==> config.mk <==
export PLATFORM = sky130hd
export DESIGN_NAME = sync_fifo_top
export DESIGN_NICKNAME = d
export VERILOG_FILES = /design/src/rtl/sync_fifo_top.sv
export SDC_FILE = /design/constraint.sdc
export NUM_CORES = 2
export LEC_CHECK = 0
export ABC_CLOCK_PERIOD_IN_PS = 20000
export CAP_MARGIN = 20
export CORE_MARGIN = 1
export CORE_UTILIZATION = 67
export DETAILED_ROUTE_END_ITERATION = 10
export PLACE_DENSITY = 0.85
export SLEW_MARGIN = 20
export SYNTH_ARGS = -nofsm -noshare
export SYNTH_HDL_FRONTEND = slang
export SYNTH_SLANG_ARGS = --single-unit
export TNS_END_PERCENT = 10
==> constraint.sdc <==
create_clock -name clk -period 20 [get_ports clk]
set_input_delay 4 -clock clk [delete_from_list [all_inputs] [get_ports clk]]
set_output_delay 4 -clock clk [all_outputs]
set_load 0.01 [all_outputs]
==> src/rtl/sync_fifo_top.sv <==
// Row FIFO with a narrow MSB-first serializing read port for SPI readout.
// Define SYNC_FIFO_OVF_FLAG_EN to add the sticky `overflow` output.
module sync_fifo_top #(
  parameter int FIFO_DWIDTH = 136,
  parameter int FIFO_DEPTH  = 16,
  parameter int SPI_DWIDTH  = 16
) (
  input  logic                          clk,
  input  logic                          rst,
  input  logic                          wr_en,
  input  logic [FIFO_DWIDTH-1:0]        wdata,
  input  logic                          shift_en,
  output logic [SPI_DWIDTH-1:0]         rdata_spi,
  output logic                          empty,
  output logic                          full,
  output logic [$clog2(FIFO_DEPTH):0]   numel
`ifdef SYNC_FIFO_OVF_FLAG_EN
  ,
  output logic                          overflow
`endif
);

  localparam int AW     = $clog2(FIFO_DEPTH);
  localparam int NW     = AW + 1;
  localparam int NCHUNK = (FIFO_DWIDTH + SPI_DWIDTH - 1) / SPI_DWIDTH;
  localparam int TOTW   = NCHUNK * SPI_DWIDTH;
  localparam int PADW   = TOTW - FIFO_DWIDTH;
  localparam int CW     = (NCHUNK > 1) ? $clog2(NCHUNK) : 1;

  logic [FIFO_DWIDTH-1:0] mem [FIFO_DEPTH];

  logic [AW-1:0] wr_ptr_reg, wr_ptr_next;
  logic [AW-1:0] rd_ptr_reg, rd_ptr_next;
  logic [NW-1:0] numel_reg, numel_next;
  logic [CW-1:0] chunk_idx_reg, chunk_idx_next;
  logic          empty_reg, empty_next;
  logic          full_reg, full_next;

  logic do_push;
  logic do_shift;
  logic do_pop;

  logic [TOTW-1:0]       head_padded;
  logic [SPI_DWIDTH-1:0] chunk_arr [NCHUNK];
  logic [SPI_DWIDTH-1:0] chunk_sel;

  // Flags are pre-edge values, so a push while full is dropped even if a pop lands.
  assign do_push  = wr_en && !full_reg;
  assign do_shift = shift_en && !empty_reg;
  assign do_pop   = do_shift && (chunk_idx_reg == CW'(NCHUNK - 1));

  // Storage is write-only on the clock; no reset so it maps onto RAM.
  always_ff @(posedge clk) begin
    if (do_push) begin
      mem[wr_ptr_reg] <= wdata;
    end
  end

  generate
    if (PADW > 0) begin : g_pad
      assign head_padded = {mem[rd_ptr_reg], {PADW{1'b0}}};
    end else begin : g_nopad
      assign head_padded = mem[rd_ptr_reg];
    end
  endgenerate

  genvar gi;
  generate
    for (gi = 0; gi < NCHUNK; gi++) begin : g_chunk
      assign chunk_arr[gi] = head_padded[TOTW-1-gi*SPI_DWIDTH -: SPI_DWIDTH];
    end
  endgenerate

  always_comb begin
    chunk_sel = '0;
    for (int i = 0; i < NCHUNK; i++) begin
      if (chunk_idx_reg == CW'(i)) begin
        chunk_sel = chunk_arr[i];
      end
    end
  end

  assign rdata_spi = empty_reg ? '0 : chunk_sel;

  always_comb begin
    wr_ptr_next    = wr_ptr_reg;
    rd_ptr_next    = rd_ptr_reg;
    numel_next     = numel_reg;
    chunk_idx_next = chunk_idx_reg;

    if (do_push) begin
      wr_ptr_next = wr_ptr_reg + AW'(1);
    end

    if (do_shift) begin
      if (do_pop) begin
        chunk_idx_next = '0;
        rd_ptr_next    = rd_ptr_reg + AW'(1);
      end else begin
        chunk_idx_next = chunk_idx_reg + CW'(1);
      end
    end

    case ({do_push, do_pop})
      2'b10:   numel_next = numel_reg + NW'(1);
      2'b01:   numel_next = numel_reg - NW'(1);
      default: numel_next = numel_reg;
    endcase

    empty_next = (numel_next == NW'(0));
    full_next  = (numel_next == NW'(FIFO_DEPTH));
  end

  always_ff @(posedge clk or posedge rst) begin
    if (rst) begin
      wr_ptr_reg    <= '0;
      rd_ptr_reg    <= '0;
      numel_reg     <= '0;
      chunk_idx_reg <= '0;
      empty_reg     <= 1'b1;
      full_reg      <= 1'b0;
    end else begin
      wr_ptr_reg    <= wr_ptr_next;
      rd_ptr_reg    <= rd_ptr_next;
      numel_reg     <= numel_next;
      chunk_idx_reg <= chunk_idx_next;
      empty_reg     <= empty_next;
      full_reg      <= full_next;
    end
  end

  assign empty = empty_reg;
  assign full  = full_reg;
  assign numel = numel_reg;

`ifdef SYNC_FIFO_OVF_FLAG_EN
  logic ovf_reg;

  always_ff @(posedge clk or posedge rst) begin
    if (rst) begin
      ovf_reg <= 1'b0;
    end else if (wr_en && full_reg) begin
      ovf_reg <= 1'b1;
    end
  end

  assign overflow = ovf_reg;
`endif

endmodule

* After elaboration in Yosys (flattened, before gate mapping)
Memory sizes are Yosys's and may differ from the RTL's.
Index checks and enable logic that the tools add are counted.
** Storage, ports and cells
- RAM bits :: 2176
- Logic and storage cells :: 45
- Memories :: 1
- Memory bits (read-only) :: 0
- Flip-flop bits (word level) :: 19
- Latch bits :: 0
** Memory list
- mem :: words 16, width 136, rd ports 1, clocked after memory_dff 0, write ports 1, RTL line 30 : logic [FIFO_DWIDTH-1:0] mem [FIFO_DEPTH];
** Cells by class
- Add/sub/neg operators :: 5
- Shift-type cells :: 0
- $mul :: 0
- Muxes and demuxes :: 14
- Magnitude comparators :: 0
- Reductions and logical operators :: 8
- Bitwise gates (word level) :: 0
- Div/mod/pow operators :: 0
- Eq/ne operators :: 11
** Operators by type and width (number)
- 16-bit 2-to-1 mux :: 10
- 4-bit by 3-bit == test with 1-bit output (second input constant) :: 4
- 4-bit by 1-bit adder with 4-bit output (second input constant) :: 3
- 5-bit one-hot mux with 2 select lines :: 1
- 4-bit by 2-bit == test with 1-bit output (second input constant) :: 2
- 5-bit by 1-bit adder with 5-bit output (second input constant) :: 1
- 5-bit == test (second input constant) :: 1
- 5-bit zero test :: 1
- 5-bit by 1-bit subtractor with 5-bit output (second input constant) :: 1
- 4-bit by 1-bit == test with 1-bit output (second input constant) :: 1
- 4-bit == test (second input constant) :: 1
- 4-bit zero test :: 1
- 4-bit 2-to-1 mux :: 1
- 1-bit logical AND :: 3
- 2-bit by 1-bit == test with 1-bit output (second input constant) :: 1
- 2-bit == test (second input constant) :: 1
- 1-bit zero test :: 2
- 1-bit 2-to-1 mux :: 2
- 2-bit AND reduction :: 1

* Longest topological paths before layout
- Depth after elaboration :: 11
- Mapped depth :: 14
- Mapped depth without buffers :: 13

* Worst setup path after synthesis
No wires, ideal clock.
- Kind :: input to register
- Start point :: input wr_en
- End point :: memory mem[3][0], enable pin
- Stages on the path :: 4
- Path slack :: 5.355 ns
- Data required time :: 19.203 ns
- Arrival :: 13.848 ns
- Path through :: nor2b_1 > clkbuf_1 > nand2_1 > nor3_1
** Between the ends
- Longest elaborated chain between the ends :: 3
** RTL lines
- start, declared :: RTL line 10 : input logic wr_en,
- 1-bit logical AND :: RTL line 48 : assign do_push = wr_en && !full_reg;
- 1-bit 2-to-1 mux :: RTL line 54 : if (do_push) begin
- 1-bit 2-to-1 mux (implied by the code) :: RTL line 55 : mem[wr_ptr_reg] <= wdata;
- end, declared :: RTL line 30
No other way between the ends.

* Worst setup path after layout
- Start point :: register rd_ptr_reg[0]
- End point :: output rdata_spi[12]
** Between the ends
- Longest elaborated chain between the ends :: 11
** RTL lines
- start, declared :: RTL line 33 : logic [AW-1:0] rd_ptr_reg, rd_ptr_next;
- start signal, assigned :: RTL line 124 : rd_ptr_reg <= rd_ptr_next;
- memory 16 x 136 bit *
- 16-bit 2-to-1 mux (8 in series) :: RTL line 77 : if (chunk_idx_reg == CW'(i)) begin
- 16-bit 2-to-1 mux * :: RTL line 77
- 16-bit 2-to-1 mux * :: RTL line 83 : assign rdata_spi = empty_reg ? '0 : chunk_sel;
- end, declared :: RTL line 13 : output logic [SPI_DWIDTH-1:0] rdata_spi,
Every way passes the cells marked *; elsewhere a longest branch is shown, timed or not.

==> metrics.txt <==
status=finished, violations left; failing checks=DRC; crit-path max FO=43; RSZ-0062 raised after global routing=false; die footprint=about 130000 sq um; Ports=163; r2r worst-path depth=5; P_leak=29.3 nW; critical path class=reg2out; Final setup viols=0; wire per inst=42.1 microns; flop2flop setup slack=approximately 15 ns; PwrDens=145 nW/um^2; relative slew slack=18.0%; Final Hold Fails=0; drt total wl=238000 microns; Vias per Instance=7.65; Hold WS=0.539 ns; Starting Density=67.8%; Hold Path Sink=numel[3]$_DFF_PP0_; RR Endpoint=mem[5][31]$_DFFE_PP_; Max Fclk=82.6 MHz; Worst Hold Class=reg2reg; ys flop type=edfxtp_1; hold_buf cts=0; post-route setup TNS=0 ns; EDFF count, synth=2176; Final Cycle Share=between 60% and 70%; die height=356 microns; TritonCTS Sinks=2195; drt first pass iters=11; DRT iter0 DRCs=8144; Post-synth ARST share=less than 1%; layout cells sized above 1=25.8%; post-synthesis to final-layout area growth=12.0%; Post-CTS Resized=0; largest net degree at the start of global routing=126; Psw=0.00427 W; Post-DRT Antenna Nets=0; clk_skew=0.0363 ns; syn avg cell area=23.7 sq um; DR DRC count=28; GRT Util Overall=a little under two fifths; TritonCTS Buffers=205; nets=3963; Root Driver=clkbuf_16; number of global-route vias before repair=~44000; fin crit period=roughly 12 ns; CTS tree=yes; Buffers on Ports=~160; CTS HTree Levels=4; Die W=356 microns; Placement Rows=129; worst hold path depth=1; core box area=124000 sq um; grt ovf=0; max-slew violation count=0; initial antenna violation count=44; worst hold path startpoint=numel[3]$_DFF_PP0_; post-synthesis register bit count=2195; Syn Inst Count=3552; Mapped Area=84100 sq um; Clock Power Share=28.5%; worst ir drop on vdd=0.121 mV; Sequential Power Share=42.7%; Vias=43200; RR Startpoint=full$_DFF_PP0_; Least-Margin Pin Slew=around 1.2 ns; Largest register FFs=approximately 2200; Worst Setup Start Kind=register; first-pass GRT wire length=331000 microns; count of cell types in the netlist=61; Sw Ratio=a little under a third; synthesized net count=approximately 3700; register area share after synthesis=78.2%; Clk Latency, worst-skew pair=0.85 ns; Placer Congestion=0.846; Synth warnings=0; Max Cap Viol=0; Worst-path clk slew=roughly 0.060 ns; setup bufs post-CTS=0; dpl hpwl=112000 microns; Worst EP required=16.00 ns; Int Power=between 0.009 and 0.01 W; Clock Tree Buf Depth=3; Logic pwr share=28.9%; Worst Path Arrival=8.10 ns; Critical Path Sink Type=primary output
-- critical path, stage by stage, from the launching register on --
cell,delay [ns]
dfrtp_4,0.79
buf_4,0.73
buf_4,0.87
buf_4,0.78
buf_4,0.66
mux4_2,0.62
mux2i_1,0.24
o32ai_1,0.14
a311oi_1,0.35
a21oi_1,0.17
o221ai_1,0.93
a211oi_1,0.27
clkdlybuf4s50_1,0.54
-- power groups by stage --
stage / Clock [W] / Combinational [W] / Sequential [W]
final: 0.00388 / 0.00393 / 0.00581
after global routing: 0.00403 / 0.00402 / 0.00583
after CTS: 0.00387 / 0.00385 / 0.00580
after detailed placement: 0 / 0.00369 / 0.00586
after global placement: 0 / 0.00361 / 0.00581
after floorplan: 0 / 0.00257 / 0.00583
-- worst max-delay path by stage --
| stage | start | end | slack [ns] | depth (start not counted) |
|---|---|---|---|---|
| final | rd_ptr_reg[0]$_DFFE_PP0P_ | rdata_spi[12] | 7.90 | 12 |
| after global routing | rd_ptr_reg[0]$_DFFE_PP0P_ | rdata_spi[12] | 7.55 | 12 |
| after CTS | rd_ptr_reg[0]$_DFFE_PP0P_ | rdata_spi[12] | 8.11 | 12 |
| after detailed placement | rd_ptr_reg[0]$_DFFE_PP0P_ | rdata_spi[12] | 9.35 | 12 |
| after global placement | rd_ptr_reg[0]$_DFFE_PP0P_ | rdata_spi[12] | 9.45 | 12 |
| after floorplan | wr_en | mem[3][0]$_DFFE_PP_ | 5.36 | 4 |
-- final cells by class --
class / instances / area [sq um]
Clock buffer: 250 / 5430
Timing Repair Buffer: 243 / 2370
Tap cell: 1637 / 2050
Multi-Input combinational cell: 1158 / 17400
Fill cell: 5745 / 29900
Sequential cell: 2195 / 65800
Inverter: 9 / 42.5
Clock inverter: 128 / 1070
Antenna cell: 30 / 75.1
-- cell usage after synthesis, types with 3 or more instances --
cell,number,area share [%]
buf_6,12,0.16
inv_1,8,0.036
nor2b_1,11,0.082
buf_2,79,0.47
nor3_1,10,0.059
or4_1,4,0.036
nand4_1,4,0.030
o211ai_1,14,0.12
mux4_2,623,17
clkbuf_1,46,0.21
o221ai_1,4,0.042
ha_1,11,0.16
o21ai_0,31,0.18
dfrtp_1,18,0.54
a311oi_1,7,0.073
and2_1,5,0.037
xor2_1,4,0.042
buf_1,19,0.085
o32ai_1,3,0.031
a211oi_1,10,0.089
nand2_1,115,0.51
nand2b_1,5,0.037
a31oi_1,22,0.16
mux2_2,6,0.080
nor2_1,61,0.27
nand3_1,28,0.17
buf_4,34,0.30
nor4_1,4,0.030
xnor2_1,9,0.094
a2111oi_0,3,0.031
o22ai_1,17,0.13
o21ai_1,13,0.077
a22oi_1,9,0.080
a21oi_1,43,0.26
mux2i_1,49,0.58
edfxtp_1,2176,78
-- routing by layer --
metal / global-route usage [%] / vias up / wire (microns)
met5: 0 / - / 245
met4: 21.5 / 36 / 15000
met3: 11.9 / 971 / 34400
met2: 59.1 / 4551 / 115000
met1: 48.5 / 21900 / 73500
li1: - / 15800 / -
-- cell families after synthesis --
kind of cell	synth area share, %
flip-flops	78.2
multiplexers	17.3
AND/OR/NAND/NOR	1.43
buffers and inverters	1.26
AO/OA/AOI/OAI	1.44
XOR/XNOR	0.135
adder cells (fa/ha/maj)	0.164
-- per-stage QoR --
step	util (%)	total power, W	cells	cell area (sq um)	worst slack (ns)
2_1_floorplan	-	0.00840	3552	84100	5.36
3_3_place_gp	70.6	0.00942	5242	87700	9.45
3_5_place_dp	70.6	0.00955	5242	87700	9.35
4_1_cts	75.9	0.0135	5620	94200	8.11
5_1_grt	75.9	0.0139	5637	94200	7.55
6_report	75.9	0.0136	5650	94200	7.90
-- layout by cell type, fill, tap and decap left out, types with 9 or more instances in the layout --
| cell type | synthesis | routed |
|---|---|---|
| clkbuf_16 | 0 | 211 |
| edfxtp_1 | 2176 | 2176 |
| dfrtp_1 | 18 | 14 |
| a211oi_1 | 10 | 10 |
| buf_12 | 0 | 11 |
| clkinv_2 | 0 | 44 |
| o21ai_1 | 13 | 13 |
| clkdlybuf4s50_1 | 0 | 162 |
| nand2_1 | 115 | 115 |
| o211ai_1 | 14 | 14 |
| a22oi_1 | 9 | 9 |
| nor2b_1 | 11 | 10 |
| clkinvlp_4 | 0 | 9 |
| buf_4 | 34 | 70 |
| a21oi_1 | 43 | 43 |
| mux4_2 | 623 | 623 |
| nor2_1 | 61 | 49 |
| diode_2 | 0 | 30 |
| nor2_4 | 0 | 12 |
| clkbuf_1 | 46 | 39 |
| nand3_1 | 28 | 28 |
| clkinv_1 | 0 | 51 |
| o21ai_0 | 31 | 31 |
| mux2i_1 | 49 | 49 |
| xnor2_1 | 9 | 9 |
| ha_1 | 11 | 11 |
| bufinv_16 | 0 | 17 |
| o22ai_1 | 17 | 17 |
| a31oi_1 | 22 | 22 |
Note: power is estimated with default switching activity, not from simulation.
